### config.mk
export PLATFORM = sky130hd
export DESIGN_NAME = load_store_unit_flat
export DESIGN_NICKNAME = d
export VERILOG_FILES = /design/src/rtl/load_store_unit_if.sv /design/src/rtl/load_store_unit.sv /design/src/flat_wrapper.sv
export SDC_FILE = /design/constraint.sdc
export NUM_CORES = 1
export LEC_CHECK = 0
export ABC_AREA = 1
export CORE_MARGIN = 4
export CORE_UTILIZATION = 54
export CTS_CLUSTER_SIZE = 25
export DETAILED_ROUTE_END_ITERATION = 12
export MAX_ROUTING_LAYER = met4
export PLACE_DENSITY = 0.88
export SYNTH_ARGS = -nofsm -noshare
export SYNTH_HDL_FRONTEND = slang
export SYNTH_SLANG_ARGS = --single-unit
### constraint.sdc
create_clock -name clk -period 3.6 [get_ports clk]
set_input_delay 0.72 -clock clk [delete_from_list [all_inputs] [get_ports clk]]
set_output_delay 0.72 -clock clk [all_outputs]
set_load 0.05 [all_outputs]
### src/rtl/load_store_unit_if.sv
// Bundles the CPU-side request/response and the word-only memory port of the LSU.
// The LSU takes the slave view; the CPU datapath plus memory model take the master view.
// The memory read data is combinational, so the master drives it from mem_address.
interface load_store_unit_if #(
  parameter int ADDR_WIDTH = 32
);
  logic                  start;
  logic [3:0]            op;
  logic [ADDR_WIDTH-1:0] addr;
  logic [31:0]           wdata;
  logic [31:0]           rt_old;
  logic                  busy;
  logic                  done;
  logic [31:0]           rdata;
  logic                  error;
  logic [ADDR_WIDTH-1:0] mem_address;
  logic                  mem_read;
  logic                  mem_write;
  logic [31:0]           mem_writedata;
  logic [31:0]           mem_readdata;

  modport master (
    output start, op, addr, wdata, rt_old, mem_readdata,
    input  busy, done, rdata, error, mem_address, mem_read, mem_write, mem_writedata
  );

  modport slave (
    input  start, op, addr, wdata, rt_old, mem_readdata,
    output busy, done, rdata, error, mem_address, mem_read, mem_write, mem_writedata
  );
endinterface

### src/rtl/load_store_unit.sv
// Load/store unit: maps CPU byte/half/word/LWL/LWR accesses onto a word-only memory port.
// Latency: loads/SW 2+MEM_WAIT_CYCLES, SB/SH 3+2*MEM_WAIT_CYCLES (read-modify-write), errors 1.
// Backpressure: one request at a time; start is ignored while busy (including the DONE cycle).
// Optional build macro LSU_MISALIGN_TRAP_EN: trap misaligned LH/LHU/SH/LW/SW with error=1.
module load_store_unit #(
  parameter int ADDR_WIDTH      = 32,
  parameter int MEM_WAIT_CYCLES = 0
) (
  input  logic               clk,
  input  logic               reset,
  load_store_unit_if.slave   bus
);

  typedef enum logic [2:0] {IDLE, RD, WR, RMW_RD, RMW_WR, DONE} state_t;

  localparam logic [3:0] OP_LB  = 4'b0000;
  localparam logic [3:0] OP_LBU = 4'b0001;
  localparam logic [3:0] OP_LH  = 4'b0010;
  localparam logic [3:0] OP_LHU = 4'b0011;
  localparam logic [3:0] OP_LW  = 4'b0100;
  localparam logic [3:0] OP_LWL = 4'b0101;
  localparam logic [3:0] OP_LWR = 4'b0110;
  localparam logic [3:0] OP_SB  = 4'b1000;
  localparam logic [3:0] OP_SH  = 4'b1001;
  localparam logic [3:0] OP_SW  = 4'b1010;

  localparam logic [3:0] WAIT_LAST = 4'(MEM_WAIT_CYCLES);

  state_t                state, state_d;
  logic [3:0]            op_q;
  logic [ADDR_WIDTH-1:0] addr_q;
  logic [31:0]           rt_q;
  logic [31:0]           wr_word;
  logic [31:0]           rdata_q;
  logic                  error_q;
  logic [3:0]            wait_cnt;

  logic                  in_is_load;
  logic                  in_is_rmw;
  logic                  in_is_sw;
  logic                  in_reserved;
  logic                  in_misaligned;
  logic                  last;
  logic [1:0]            k;
  logic [31:0]           load_result;
  logic [31:0]           store_merge;

  assign in_is_load  = (bus.op <= OP_LWR);
  assign in_is_rmw   = (bus.op == OP_SB) || (bus.op == OP_SH);
  assign in_is_sw    = (bus.op == OP_SW);
  assign in_reserved = !(in_is_load || in_is_rmw || in_is_sw);

`ifdef LSU_MISALIGN_TRAP_EN
  assign in_misaligned =
      (((bus.op == OP_LH) || (bus.op == OP_LHU) || (bus.op == OP_SH)) && bus.addr[0]) ||
      (((bus.op == OP_LW) || (bus.op == OP_SW)) && (bus.addr[1:0] != 2'b00));
`else
  assign in_misaligned = 1'b0;
`endif

  // The current access has been held for its full 1+MEM_WAIT_CYCLES cycles.
  assign last = (wait_cnt == WAIT_LAST);
  assign k    = addr_q[1:0];

  // Next-state logic; accepts a request only from IDLE.
  always_comb begin
    state_d = state;
    case (state)
      IDLE: begin
        if (bus.start) begin
          if (in_reserved || in_misaligned) state_d = DONE;
          else if (in_is_load)               state_d = RD;
          else if (in_is_sw)                 state_d = WR;
          else                               state_d = RMW_RD;
        end
      end
      RD:     if (last) state_d = DONE;
      RMW_RD: if (last) state_d = RMW_WR;
      WR:     if (last) state_d = DONE;
      RMW_WR: if (last) state_d = DONE;
      DONE:   state_d = IDLE;
      default: state_d = IDLE;
    endcase
  end

  // Load data extraction, sign/zero extension and LWL/LWR merge from the read word.
  always_comb begin
    logic [7:0]  byte_v;
    logic [15:0] half_v;
    logic [31:0] all_ones;
    all_ones    = '1;
    byte_v      = 8'(bus.mem_readdata >> {k, 3'b000});
    half_v      = k[1] ? bus.mem_readdata[31:16] : bus.mem_readdata[15:0];
    load_result = bus.mem_readdata;
    case (op_q)
      OP_LB:  load_result = {{24{byte_v[7]}}, byte_v};
      OP_LBU: load_result = {24'h0, byte_v};
      OP_LH:  load_result = {{16{half_v[15]}}, half_v};
      OP_LHU: load_result = {16'h0, half_v};
      OP_LW:  load_result = bus.mem_readdata;
      OP_LWL: load_result = (bus.mem_readdata << {~k, 3'b000}) |
                            (rt_q & ~(all_ones << {~k, 3'b000}));
      OP_LWR: load_result = (bus.mem_readdata >> {k, 3'b000}) |
                            (rt_q & ~(all_ones >> {k, 3'b000}));
      default: load_result = bus.mem_readdata;
    endcase
  end

  // Byte/halfword lane replacement into the word read during RMW_RD.
  always_comb begin
    store_merge = bus.mem_readdata;
    if (op_q == OP_SB) store_merge[{k, 3'b000} +: 8] = wr_word[7:0];
    else               store_merge[{k[1], 4'b0000} +: 16] = wr_word[15:0];
  end

  // State, wait counter, request latches and result registers.
  always_ff @(posedge clk) begin
    if (reset) begin
      state    <= IDLE;
      op_q     <= '0;
      addr_q   <= '0;
      rt_q     <= '0;
      wr_word  <= '0;
      rdata_q  <= '0;
      error_q  <= 1'b0;
      wait_cnt <= '0;
    end else begin
      state    <= state_d;
      wait_cnt <= (state_d != state) ? 4'd0 : wait_cnt + 4'd1;
      if (state == IDLE && bus.start) begin
        op_q    <= bus.op;
        addr_q  <= bus.addr;
        rt_q    <= bus.rt_old;
        wr_word <= bus.wdata;
        error_q <= in_reserved || in_misaligned;
      end
      if (state == RD && last)     rdata_q <= load_result;
      if (state == RMW_RD && last) wr_word <= store_merge;
    end
  end

  assign bus.busy          = (state != IDLE);
  assign bus.done          = (state == DONE);
  assign bus.rdata         = rdata_q;
  assign bus.error         = error_q;
  assign bus.mem_address   = {addr_q[ADDR_WIDTH-1:2], 2'b00};
  assign bus.mem_read      = (state == RD) || (state == RMW_RD);
  assign bus.mem_write     = (state == WR) || (state == RMW_WR);
  assign bus.mem_writedata = bus.mem_write ? wr_word : 32'h0;

endmodule

### src/flat_wrapper.sv
// flat-port wrapper written by rule: the top's interface ports become plain ports
module load_store_unit_flat 
#(
  parameter int ADDR_WIDTH      = 32,
  parameter int MEM_WAIT_CYCLES = 0
)
  (clk, reset, bus_start, bus_op, bus_addr, bus_wdata, bus_rt_old, bus_mem_readdata, bus_busy, bus_done, bus_rdata, bus_error, bus_mem_address, bus_mem_read, bus_mem_write, bus_mem_writedata);
  load_store_unit_if #(.ADDR_WIDTH(ADDR_WIDTH)) bus_i ();
  input  logic clk;
  input  logic reset;
  input wire logic [$bits(bus_i.start)-1:0] bus_start;
  input wire logic [$bits(bus_i.op)-1:0] bus_op;
  input wire logic [$bits(bus_i.addr)-1:0] bus_addr;
  input wire logic [$bits(bus_i.wdata)-1:0] bus_wdata;
  input wire logic [$bits(bus_i.rt_old)-1:0] bus_rt_old;
  input wire logic [$bits(bus_i.mem_readdata)-1:0] bus_mem_readdata;
  output wire logic [$bits(bus_i.busy)-1:0] bus_busy;
  output wire logic [$bits(bus_i.done)-1:0] bus_done;
  output wire logic [$bits(bus_i.rdata)-1:0] bus_rdata;
  output wire logic [$bits(bus_i.error)-1:0] bus_error;
  output wire logic [$bits(bus_i.mem_address)-1:0] bus_mem_address;
  output wire logic [$bits(bus_i.mem_read)-1:0] bus_mem_read;
  output wire logic [$bits(bus_i.mem_write)-1:0] bus_mem_write;
  output wire logic [$bits(bus_i.mem_writedata)-1:0] bus_mem_writedata;
  assign bus_i.start = bus_start;
  assign bus_i.op = bus_op;
  assign bus_i.addr = bus_addr;
  assign bus_i.wdata = bus_wdata;
  assign bus_i.rt_old = bus_rt_old;
  assign bus_i.mem_readdata = bus_mem_readdata;
  assign bus_busy = bus_i.busy;
  assign bus_done = bus_i.done;
  assign bus_rdata = bus_i.rdata;
  assign bus_error = bus_i.error;
  assign bus_mem_address = bus_i.mem_address;
  assign bus_mem_read = bus_i.mem_read;
  assign bus_mem_write = bus_i.mem_write;
  assign bus_mem_writedata = bus_i.mem_writedata;
  load_store_unit #(.ADDR_WIDTH(ADDR_WIDTH), .MEM_WAIT_CYCLES(MEM_WAIT_CYCLES)) u_core (.clk(clk), .reset(reset), .bus(bus_i));
endmodule
=== Word level (Yosys, flattened, before mapping) ===
Index checks and enable logic that the tools add are counted.
Widths: inputs -> output; s select.

* Shifts and indexed selects: 8
* $lt $le $gt $ge: 1
* Eq/ne operators: 15
* Bitwise operators: 7
* Div/mod/pow operators: 0
* Multiply operators: 0
* Multiplexer cells: 15
* Add/sub/neg operators: 3
* Reductions and logical operators: 16

{| class="wikitable"
|+ Operators with widths
! kind !! number
|-
| $pmux 32 s6 || 1
|-
| $mux 32 || 4
|-
| $and 32x32->32 || 2
|-
| $bwmux 32 || 2
|-
| $not 32->32 || 2
|-
| $or 32x32->32 || 2
|-
| $shift 16x7->32 const A || 1
|-
| $shift 8x7->32 const A || 1
|-
| $shiftx 16x7->32 || 1
|-
| $shiftx 8x7->32 || 1
|-
| $shl 32x5->32 || 1
|-
| $shl 32x5->32 const A || 1
|-
| $shr 32x5->32 || 1
|-
| $shr 32x5->32 const A || 1
|-
| $eq 4x4->1 const B || 4
|-
| $mux 16 || 1
|-
| $mux 3 || 5
|-
| $neg 5->7 || 2
|-
| $pmux 3 s3 || 1
|-
| $eq 4x2->1 const B || 2
|-
| $eq 4x3->1 const B || 2
|-
| $logic_not 4->1 || 2
|-
| $eq 3x2->1 const B || 2
|-
| $eq 3x3->1 const B || 2
|-
| 15 further kinds || 21
|}

* Flip-flop bits (word level): 140
* Memory bits (writable): 0
* Memories: 0
* Latch bits: 0
* Input port bits: 135
* Bits in read-only memories: 0

=== Logic depth before layout (Yosys ltp) ===
* Depth in word-level cells: 9
* Mapped depth: 15

=== Least setup slack after synthesis ===
No wires, ideal clock.

* Path kind: register to output
* Start point: register u_core.state[2]
* End point: output port bus_mem_writedata[22]
* Cell stages (with the launch flop): 7
* Required time: 2.880 ns
* Arrival time: 1.538 ns
* Path buffers: 1
* Slack: 1.342 ns
* Cell sequence: dfxtp_1 -> inv_2 -> nand2_1 -> nand2_1 -> nand2_1 -> clkbuf_1 -> nor2_1

* Cells in the longest elaborated chain, start to end: 3
* Elaborated cells on any way between the ends: 4
* Those cells by class: 2 x eq/ne; 1 x mux; 1 x reduce/logical

{| class="wikitable"
|+ RTL lines
! item !! line !! source
|-
| start, declared || load_store_unit.sv:29 || <nowiki>state_t state, state_d;</nowiki>
|-
| start signal, assigned || load_store_unit.sv:128 || <nowiki>state <= state_d;</nowiki>
|-
| $eq 3x2->1 / $eq 3x3->1 (equally long branches) || load_store_unit.sv:148 || <nowiki>assign bus.mem_write = (state == WR) || (state == RMW_WR);</nowiki>
|-
| $logic_or 1x1->1 (*) || load_store_unit.sv:148 ||
|-
| $mux 32 (*) || load_store_unit.sv:149 || <nowiki>assign bus.mem_writedata = bus.mem_write ? wr_word : 32'h0;</nowiki>
|-
| end, declared || flat_wrapper.sv:24 || <nowiki>output wire logic [$bits(bus_i.mem_writedata)-1:0] bus_mem_writedata;</nowiki>
|}

Mark *: on every way between the ends. The rest lies on a longest branch, timed or not.

=== Worst setup path after layout ===
Same ends and word-level chain as after synthesis.

==> summary.md <==
## Critical path
* 11 — number of cells on the worst reg-to-reg path
* inv_2, nand2_1, nand2_1, nand2_1, buf_4, nor2_1, clkdlybuf4s50_1 — worst path cell trace
* flop to output pin — worst setup path category
* sky130_fd_sc_hd__clkdlybuf4s50_1 — library cell contributing the largest single delay on the critical path
* u_core.addr_q[0]$_SDFFE_PP0P_ — Worst R2R Start
* sky130_fd_sc_hd__nand2_1 — most frequent CP cell
* 27 — peak fanout along the critical path
* flop — CP startpoint kind
* 2.88 ns — data required time at the worst endpoint
* 2.51 ns — arrival time worst endpoint
* u_core.wr_word[31]$_SDFFE_PP0P_ — reg-to-reg endpoint
* 0.91 ns — register-to-register path setup slack
* 0.83 ns — peak per-stage delay on the critical path
* output pin — crit end category

## Synth
* 31.25% — sequential element share of the synthesized area
* sky130_fd_sc_hd__nand2_1, sky130_fd_sc_hd__nor2_1, sky130_fd_sc_hd__dfxtp_1 — most frequent cells after synthesis
* 0.008969 sq mm — Synth Cell Area
* 5.959 sq um — mean area per synthesized cell
* 31.25% — post-synth top area share
* sky130_fd_sc_hd__dfxtp_1, sky130_fd_sc_hd__nand2_1, sky130_fd_sc_hd__nand3_1, sky130_fd_sc_hd__a21oi_1, sky130_fd_sc_hd__nor2_1 — cell types with the largest area share after synthesis
* 35 — Yosys cell types
* sky130_fd_sc_hd__dfxtp_1 — cell accounting for the most synthesized area
* 1505 — number of instances in the synthesized netlist
* sky130_fd_sc_hd__nand2_1 — most common cell in the synthesized netlist
* 140 — flip-flop and latch count after synthesis
* 0 — count of synthesis-stage warnings from yosys
* 0 — number of synthesized flops with an enable pin
* sky130_fd_sc_hd__dfxtp_1 — most common flop cell mapped by yosys
* 0% — fraction of synthesis flops using an asynchronous set or reset pin

## Timing
* 0 — number of slew-limit violations in the final report
* 3.233 ns — time the worst path needs with I/O delays and setup
* 0 — Final Hold Vio Count
* 0 — final setup violating endpoints
* 0.4544 ns — worst slack on hold paths
* false — setup repair after global routing missed its margin
* 89.82% — final clock period utilization by the worst path
* 309.3 MHz — highest attainable clock frequency
* 0 ns — Setup TNS
* 1.126 ns — slew at the pin closest to its max-slew limit
* 24.83% — max-slew headroom at the worst pin
* 0.01109 ns — setup clock skew after layout

## Run
* 0 — Max-cap violations

## Layout
* 1345 — fill cell count
* 0.005012 sq mm — area occupied by multi-input gates
* 4.507% — share of post-route cells with drive strength above 1
* 30.47% — area grow syn2layout
* 1794 — NumNets Final
* 0.01170 sq mm — post-layout instance area
* 0.002804 sq mm — area used by sequential logic in the layout

## Detailed routing
* 1324 — Initial DRC Count
* 10596 — via total after detailed routing
* 17.78 microns — wire per inst
* 6 — 1st-pass router iterations
* 5.633 — average via count per standard cell
* 0 — post-detailed-route DRC marker count
* 0 — count of antenna-violating nets left after detailed routing
* 33440 microns — sum of routed wire length over all layers

## GRT
* 0 — antenna violations before repair
* 0 — total congestion overflow
* 36.20% — GRT Total Usage
* 9720 — number of global-route vias before repair
* 105 — pin count of the biggest net entering global routing
* 51080 microns — global-route wire length before repair

## Pwr
* 5.033 nW — LEAKAGE
* 0.4806 mV — Max VDD drop
* 53.3% — proportion of power drawn by combinational gates
* 48.83% — switching power as a share of total power
* 4.535 mW — cell internal power dissipation
* 757.3 mW/mm^2 — pwr/cell area
* 25.2% — part of the power in registers
* 21.5% — clock power share
* 4.327 mW — net switching power figure

## Clock tree
* 0 — quantity of hold-fixing buffers added after cts
* 0 — # Post-CTS Setup Buffers
* 140 — clock tree sinks
* 0 — Resized Gates After CTS
* 0.07 ns — clock transition at the registers of the reported paths
* yes — TritonCTS clock tree
* 0.44 ns — Skew-Pair Late Insertion Delay
* 4 — H-tree depth
* 2 — maximum number of buffers from clock root to sink
* sky130_fd_sc_hd__clkbuf_16 — CTS Root Buffer Type
* 17 — number of buffers inserted during clock tree synthesis

## Floorplanning
* 236 — ports placed on the boundary
* 136.9 microns — vertical extent of the die
* 0.01873 sq mm — DIE AREA
* 136.9 microns — chip width
* 46 — num rows
* 0.01606 sq mm — area of the core region
* 55.85% — initial core utilization

## Worst hold path
* flop to flop — type of the most critical hold path
* u_core.rt_q[25]$_SDFFE_PP0P_ — worst hold start
* 2 — hold path depth
* u_core.rt_q[25]$_SDFFE_PP0P_ — Min-Delay Endpoint

## Placed design
* 233 — number of buffers inserted by port buffering
* 1.034 — global placer's final weighted congestion
* 0.01107 sq mm — placed instance area
* 24070 microns — half-perimeter wire length after placement

## Status
* complete, no violations — outcome

==> metrics by stage <==
step | utilization [%] | std cells | total power, mW | worst slack, ns
final | 72.87 | 1881 | 8.861 | 0.3666
after global routing | 72.85 | 1880 | 9.360 | 0.2095
after CTS | 72.85 | 1880 | 8.776 | 0.3460
after detailed placement | 68.97 | 1848 | 6.873 | 0.7732
after global placement | 68.97 | 1848 | 6.823 | 0.8737
after floorplan | - | 1506 | 5.561 | 1.342
==> layout by cell type, fill, tap and decap left out, drive strengths merged, types with 3 or more instances in the layout <==
| master | instances |
|---|---|
| o22ai | 27 |
| o21ai | 109 |
| or2 | 6 |
| nand2 | 475 |
| dfxtp | 140 |
| nand4 | 5 |
| ha | 8 |
| inv | 150 |
| nand3 | 139 |
| clkbuf | 17 |
| buf | 18 |
| bufinv | 3 |
| nor3 | 5 |
| clkinvlp | 3 |
| o211ai | 17 |
| clkdlybuf4s50 | 232 |
| mux2i | 5 |
| a21oi | 127 |
| o21a | 7 |
| nor2 | 161 |
==> logic make-up after synthesis <==
family                     count (synthesis)  synth area share (%)
AOI/OAI and AO/OA                        291                 17.49
xor gates and xnor gates                   2                0.1953
adders and majority gates                  8                 1.116
buffers and inverters                    266                 13.04
DFF                                      140                 31.25
muxes                                      5                0.5581
other                                      1               0.04181
and+or+nand+nor                          792                 36.30
==> metal layers <==
| metal | up-vias | routed length [microns] | track usage, % |
|---|---|---|---|
| met4 | 0 | 1511 | 15.24 |
| li1 | 5085 | - | - |
| met1 | 4724 | 13400 | 47.20 |
| met2 | 671 | 14770 | 54.68 |
| met3 | 116 | 3750 | 7.574 |
| met5 | - | 0 | - |
==> worst max-delay path, delay by kind of cell, from the launching register on <==
kind | cells | cell delay (ns)
flip-flops | 1 | 0.34
buffers and inverters | 3 | 1.28
AND/OR/NAND/NOR | 4 | 0.44
==> sequential cells by signal, indices dropped and copies added (netlist names) <==
register / count
u_core.addr_q: 32
u_core.bus.error: 1
u_core.bus.rdata: 32
u_core.op_q: 4
u_core.rt_q: 32
u_core.state: 3
u_core.wait_cnt: 4
u_core.wr_word: 32
==> worst max-delay path by stage <==
stage	startpoint	to	cells past startpoint
floorplan	u_core.state[2]$_SDFF_PP0_	bus_mem_writedata[22]	6
global placement	bus_start	u_core.wait_cnt[2]$_SDFF_PP0_	7
detailed placement	bus_start	u_core.wait_cnt[2]$_SDFF_PP0_	7
CTS	u_core.state[2]$_SDFF_PP0_	bus_mem_writedata[22]	7
global route	u_core.state[2]$_SDFF_PP0_	bus_mem_writedata[22]	7
finish	u_core.state[2]$_SDFF_PP0_	bus_mem_writedata[22]	7
==> power by group through the flow <==
stage	registers (mW)	clock network [mW]	logic (mW)
floorplan	2.63	0	2.93
finish	2.23	1.90	4.73
detailed placement	2.25	0	4.62
CTS	2.22	1.90	4.65
global placement	2.24	0	4.58
global route	2.28	1.97	5.11
==> area by class of cell <==
class / count / area share [%]
multi-input cells: 1100 / 42.84
flip-flops and latches: 140 / 23.96
repair buffers: 250 / 20.98
inverters: 142 / 4.555
clock buffers: 17 / 3.636
well taps: 216 / 2.310
clock inverters: 15 / 1.700
diodes: 1 / 0.02139
No activity file was read; power rests on OpenSTA's default activity.
